[config.mk]
export PLATFORM = sky130hd
export DESIGN_NAME = axi4_wr_addr_fifo
export DESIGN_NICKNAME = d
export VERILOG_FILES = /design/src/rtl/axi4_wr_addr_fifo.sv
export SDC_FILE = /design/constraint.sdc
export NUM_CORES = 1
export LEC_CHECK = 0
export ABC_AREA = 1
export BUFFER_PORTS_ARGS = -buffer_cell sky130_fd_sc_hd__clkbuf_2
export CORE_ASPECT_RATIO = 0.8
export CORE_UTILIZATION = 54
export CTS_CLUSTER_SIZE = 8
export DETAILED_ROUTE_END_ITERATION = 8
export MAX_ROUTING_LAYER = met4
export PLACE_DENSITY = 0.79
export SYNTH_ARGS = -nofsm -noshare
export SYNTH_HDL_FRONTEND = slang
export SYNTH_SLANG_ARGS = --single-unit
[constraint.sdc]
create_clock -name axi_clk_i -period 3.5 [get_ports axi_clk_i]
set_input_delay 0.7 -clock axi_clk_i [delete_from_list [all_inputs] [get_ports axi_clk_i]]
set_output_delay 0.7 -clock axi_clk_i [all_outputs]
set_load 0.005 [all_outputs]
[src/rtl/axi4_wr_addr_fifo.sv]
// AXI4 write-address channel slave with a DEPTH-entry first-word-fall-through command FIFO.
// Each AW beat is classified for protocol errors when it is captured; erroneous commands are
// still queued (with cmd_err_o set) so the downstream logic can answer them with SLVERR.
//
// Ports:
//   axi_clk_i, axi_rstn_i        clock (rising edge) and async active-low reset
//   axi_aw*_i, axi_awvalid_i     AW channel inputs
//   axi_awready_o                AW ready, registered (never a function of axi_awvalid_i)
//   cmd_valid_o / cmd_ready_i    head-of-queue handshake toward write-data/response logic
//   cmd_*_o, cmd_err_o           head entry fields, meaningful only while cmd_valid_o is high
//   level_o                      current occupancy, 0..DEPTH
module axi4_wr_addr_fifo #(
  parameter int unsigned AXI_AW  = 32,
  parameter int unsigned AXI_IW  = 4,
  parameter int unsigned AXI_DW  = 32,
  parameter int unsigned AWLEN_W = 8,
  parameter int unsigned DEPTH   = 8
) (
  input  logic                     axi_clk_i,
  input  logic                     axi_rstn_i,
  input  logic [AXI_IW-1:0]        axi_awid_i,
  input  logic [AXI_AW-1:0]        axi_awaddr_i,
  input  logic [AWLEN_W-1:0]       axi_awlen_i,
  input  logic [2:0]               axi_awsize_i,
  input  logic [1:0]               axi_awburst_i,
  input  logic                     axi_awlock_i,
  input  logic [3:0]               axi_awcache_i,
  input  logic [2:0]               axi_awprot_i,
  input  logic                     axi_awvalid_i,
  output logic                     axi_awready_o,
  output logic                     cmd_valid_o,
  input  logic                     cmd_ready_i,
  output logic [AXI_IW-1:0]        cmd_id_o,
  output logic [AXI_AW-1:0]        cmd_addr_o,
  output logic [AWLEN_W-1:0]       cmd_len_o,
  output logic [2:0]               cmd_size_o,
  output logic [1:0]               cmd_burst_o,
  output logic                     cmd_lock_o,
  output logic [3:0]               cmd_cache_o,
  output logic [2:0]               cmd_prot_o,
  output logic                     cmd_err_o,
  output logic [$clog2(DEPTH):0]   level_o
);

  localparam int unsigned PtrW    = $clog2(DEPTH);
  localparam int unsigned LvlW    = PtrW + 1;
  localparam logic [2:0]  MaxSize = 3'($clog2(AXI_DW / 8));

  localparam logic [1:0] BurstIncr = 2'b01;
  localparam logic [1:0] BurstWrap = 2'b10;
  localparam logic [1:0] BurstRsvd = 2'b11;

  typedef struct packed {
    logic [AXI_IW-1:0]  id;
    logic [AXI_AW-1:0]  addr;
    logic [AWLEN_W-1:0] len;
    logic [2:0]         size;
    logic [1:0]         burst;
    logic               lock;
    logic [3:0]         cache;
    logic [2:0]         prot;
    logic               err;
  } entry_t;

  entry_t          mem_q [DEPTH];
  entry_t          wr_entry;
  logic [PtrW-1:0] wr_ptr_q, rd_ptr_q;
  logic [LvlW-1:0] level_q, level_d;
  logic            awready_q, valid_q;
  logic            push, pop;
  logic            wrap_len_ok, err;
  logic [19:0]     span;

  assign push = axi_awvalid_i && awready_q;
  assign pop  = valid_q && cmd_ready_i;

  // Error classification. span is the 4 KB-page offset of the last beat's aligned start;
  // any bit above 11 means the INCR burst leaves its page.
  always_comb begin
    span        = {8'd0, axi_awaddr_i[11:0]} >> axi_awsize_i;
    span        = span + 20'(axi_awlen_i);
    span        = span << axi_awsize_i;
    wrap_len_ok = (axi_awlen_i == AWLEN_W'(1)) || (axi_awlen_i == AWLEN_W'(3)) ||
                  (axi_awlen_i == AWLEN_W'(7)) || (axi_awlen_i == AWLEN_W'(15));
    err         = 1'b0;
    if (axi_awburst_i == BurstRsvd)                      err = 1'b1;
    if (axi_awsize_i > MaxSize)                          err = 1'b1;
    if ((axi_awburst_i == BurstWrap) && !wrap_len_ok)    err = 1'b1;
    if ((axi_awburst_i == BurstIncr) && (span[19:12] != 8'd0)) err = 1'b1;
  end

  always_comb begin
    wr_entry.id    = axi_awid_i;
    wr_entry.addr  = axi_awaddr_i;
    wr_entry.len   = axi_awlen_i;
    wr_entry.size  = axi_awsize_i;
    wr_entry.burst = axi_awburst_i;
    wr_entry.lock  = axi_awlock_i;
    wr_entry.cache = axi_awcache_i;
    wr_entry.prot  = axi_awprot_i;
    wr_entry.err   = err;
  end

  always_comb begin
    level_d = level_q + LvlW'(push) - LvlW'(pop);
  end

  // Storage is deliberately not reset; validity is tracked by level_q/valid_q alone.
  always_ff @(posedge axi_clk_i) begin
    if (push) mem_q[wr_ptr_q] <= wr_entry;
  end

  always_ff @(posedge axi_clk_i or negedge axi_rstn_i) begin
    if (!axi_rstn_i) begin
      wr_ptr_q  <= '0;
      rd_ptr_q  <= '0;
      level_q   <= '0;
      awready_q <= 1'b0;
      valid_q   <= 1'b0;
    end else begin
      if (push) wr_ptr_q <= wr_ptr_q + PtrW'(1);
      if (pop)  rd_ptr_q <= rd_ptr_q + PtrW'(1);
      level_q   <= level_d;
      // Ready is computed from the next level, so a pop while full frees a slot only from
      // the following cycle onward.
      awready_q <= (level_d != LvlW'(DEPTH));
      valid_q   <= (level_d != '0);
    end
  end

  assign axi_awready_o = awready_q;
  assign cmd_valid_o   = valid_q;
  assign level_o       = level_q;
  assign cmd_id_o      = mem_q[rd_ptr_q].id;
  assign cmd_addr_o    = mem_q[rd_ptr_q].addr;
  assign cmd_len_o     = mem_q[rd_ptr_q].len;
  assign cmd_size_o    = mem_q[rd_ptr_q].size;
  assign cmd_burst_o   = mem_q[rd_ptr_q].burst;
  assign cmd_lock_o    = mem_q[rd_ptr_q].lock;
  assign cmd_cache_o   = mem_q[rd_ptr_q].cache;
  assign cmd_prot_o    = mem_q[rd_ptr_q].prot;
  assign cmd_err_o     = mem_q[rd_ptr_q].err;

endmodule
==> qor.txt <==
status: finished, final reports clean
Routed wire per std cell: 19.93 um
non-filler cells, final: 2,117
Ys Warns: 0
vias in the first global route: 11,880
asr flop ratio synth: 0.02521
Yosys reg bits: 476
Inserted Clock Buffers: 69
Setup Crit Path Kind: flop to output port
grt ovf: 0
EDFF count, synth: 464
first-pass GRT wire length: 64,290 um
Leak: 7.685 nW
core area: 34,880 um2
DRC Markers: 0
largest net degree at the start of global routing: 137
sw frac: 0.3352
PnR worst setup slack: 180.9 ps
synthesized instance count: 1,490
top cells by count, synth: 464 x edfxtp_1, 368 x nor2_1, 242 x o21ai_0
Ports: 125
dominant cells by area after synthesis: edfxtp_1 73%, nor2_1 7.2%, o21ai_0 6.3%
CTS tree: done
CP Max Fanout: 59
WP data arrival: 2620 ps
Pwr per Cell Area: 867.0 nW/um2
initial DRC count: 1,156
Critical Path Sink Type: output port
Worst-path clk slew: 50 ps
H-tree depth: 3
Avg Inst Size Synth: 12.87 um2
sequential area share after synthesis: 0.7420
Unique masters post-synth: 33
post-route ant nets: 0
Psw: 0.006469 W
Nets: 1,700
initial antenna violation count: 1
vias: 12,110
Max-slew headroom: 0.5387
post-layout minimum cycle time: 3319 ps
Main synth FF type: edfxtp_1
Peak VDD IR: 661.8 uV
die extent in y: 170.6 um
final hold vios: 0
sequential share of power: 0.378
Yosys top cell area share: 0.7263
clock latency at the later pin of the worst-skew pair: 560 ps
synth-to-layout area growth: 16.05%
Hold Crit Class: input pin to asynchronous set/reset pin
mapped cell area: 19,180 um2
Clock power frac: 0.307
Final Routed Wirelength: 42,190 um
deepest clock path buffer count: 3
row count: 61
die width: 212.7 um
Setup Skew: 13.82 ps
Slew Viols, Final: 0
Tcrit/Tclk final: 0.9483
Hold Buf Count CTS: 0
count leader, synth: edfxtp_1
clock root buffer: clkbuf_16
TritonRoute pass-1 iters: 8
Inst Count DP: 2,025
Worst EP required: 2800 ps
Mapped Nets: 1,565
Synth area leader: edfxtp_1
Starting Density: 0.5500
gpl congestion: 0.8611
Comb pwr share: 0.315
slew of the pin with the lowest slew margin: 692.0 ps
post-CTS resize count: 0
DP Wirelength: 22,230 um
max cap viols: 0
FILL cells: 2,509
final setup violation count: 0
pre-CTS setup slack: 415.5 ps
full die area: 36,290 um2
RSZ-0062 raised after global routing: no
postcts setup bufs: 0
CTS Sinks: 476
# port buffers: 124
share of cells above drive strength 1: 0.1819
Max Freq: 0.3013 GHz
Power Internal: 0.01283 W
routed vias/inst: 5.719
Global Route Usage Sum: 0.2416
Worst setup SP type: flop
## path summary, 6_finish.rpt
check                      slack, ps                      end               startpoint  cells past startpoint
min in group axi_clk_i           410   mem_q[5][41]$_DFFE_PP_         axi_awaddr_i[19]                      1
max reg2reg                     1330    cmd_valid_o$_DFF_PN0_    cmd_valid_o$_DFF_PN0_                     10
max                              180           cmd_addr_o[11]  rd_ptr_q[0]$_DFFE_PN0P_                      7
max in group asynchronous       3200  rd_ptr_q[0]$_DFFE_PN0P_               axi_rstn_i                      1
min                               20  rd_ptr_q[2]$_DFFE_PN0P_               axi_rstn_i                      1
min reg2reg                      530  wr_ptr_q[0]$_DFFE_PN0P_  wr_ptr_q[0]$_DFFE_PN0P_                      2
## per-layer routing
layer,track usage,share of wire,wire [um]
met5,-,0,0
met2,0.3843,0.48,20320
met3,0.03818,0.070,2937
met4,0.08977,0.024,1017
met1,0.3166,0.42,17920
## state kept, by name, summed over array words and instances, names as in the netlist
signal         flops
mem_q            464
rd_ptr_q           3
level_o            4
cmd_valid_o        1
axi_awready_o      1
wr_ptr_q           3
## layout make-up
cell class | count | area [um2] | share of cell area
clock inverter | 5 | 72.57 | 0.003260
multi-input combinational | 896 | 4372 | 0.1964
inverter | 26 | 108.9 | 0.004890
tap | 472 | 590.6 | 0.02653
timing repair buffer | 156 | 1023 | 0.04598
sequential | 476 | 14240 | 0.6397
antenna | 1 | 2.502 | 0.0001124
clock buffer | 85 | 1851 | 0.08313
## stage by stage
step	setup TNS (ps)	power, W	cell area [um2]	utilization	hold WS (ps)
global placement	0	0.01322	20300	0.5820	516.4
global route	0	0.02034	22260	0.6382	30.89
CTS	0	0.01936	22220	0.6372	10.88
floorplan	-119120	0.01134	19190	-	404.4
finish	0	0.01930	22260	0.6382	22.25
detailed placement	0	0.01340	20300	0.5820	526.7
## power by group through the flow
stage | Combinational, W | Sequential (W) | Clock (W)
5_1_grt | 0.00675 | 0.00734 | 0.00625
6_report | 0.00608 | 0.00729 | 0.00593
3_5_place_dp | 0.00602 | 0.00738 | 0
4_1_cts | 0.00606 | 0.00728 | 0.00603
2_1_floorplan | 0.00400 | 0.00733 | 0
3_3_place_gp | 0.00587 | 0.00735 | 0
## cells by family (layout without fill, tap and decap cells)
| group | Yosys count | in the layout | share of synthesized area |
|---|---|---|---|
| and+or+nand+nor | 504 | 504 | 0.1065 |
| muxes | 1 | 1 | 0.0005218 |
| buffers and inverters | 118 | 272 | 0.03326 |
| other | 0 | 1 | 0 |
| adders and majority gates | 14 | 14 | 0.009523 |
| xor gates and xnor gates | 6 | 6 | 0.002740 |
| DFF | 476 | 476 | 0.7420 |
| AOI/OAI and AO/OA | 371 | 371 | 0.1055 |
## cells in the final DEF, fill, tap and decap left out, drive strengths merged
cell type  count
a21boi         1
clkbuf       210
nand3          8
nor3           1
a21oi          5
a31oi         58
xnor2          3
ha            13
nand2         71
clkinv         2
o21ai        242
fa             1
diode          1
and2           1
o211ai         6
inv           28
o2111ai        1
edfxtp       464
or2            2
bufinv         1
nor4           1
and3           1
xor2           3
nor2         418
buf           31
o22ai         58
nand4          1
mux2i          1
dfrtp         12
## critical path: stages, from the launching register on
cell,delay [ps]
dfrtp_4,610
inv_8,360
buf_12,320
o21ai_0,120
o22ai_1,130
nor2_1,50
a31oi_1,250
clkbuf_2,170
Power figures use the tool's default switching activity.
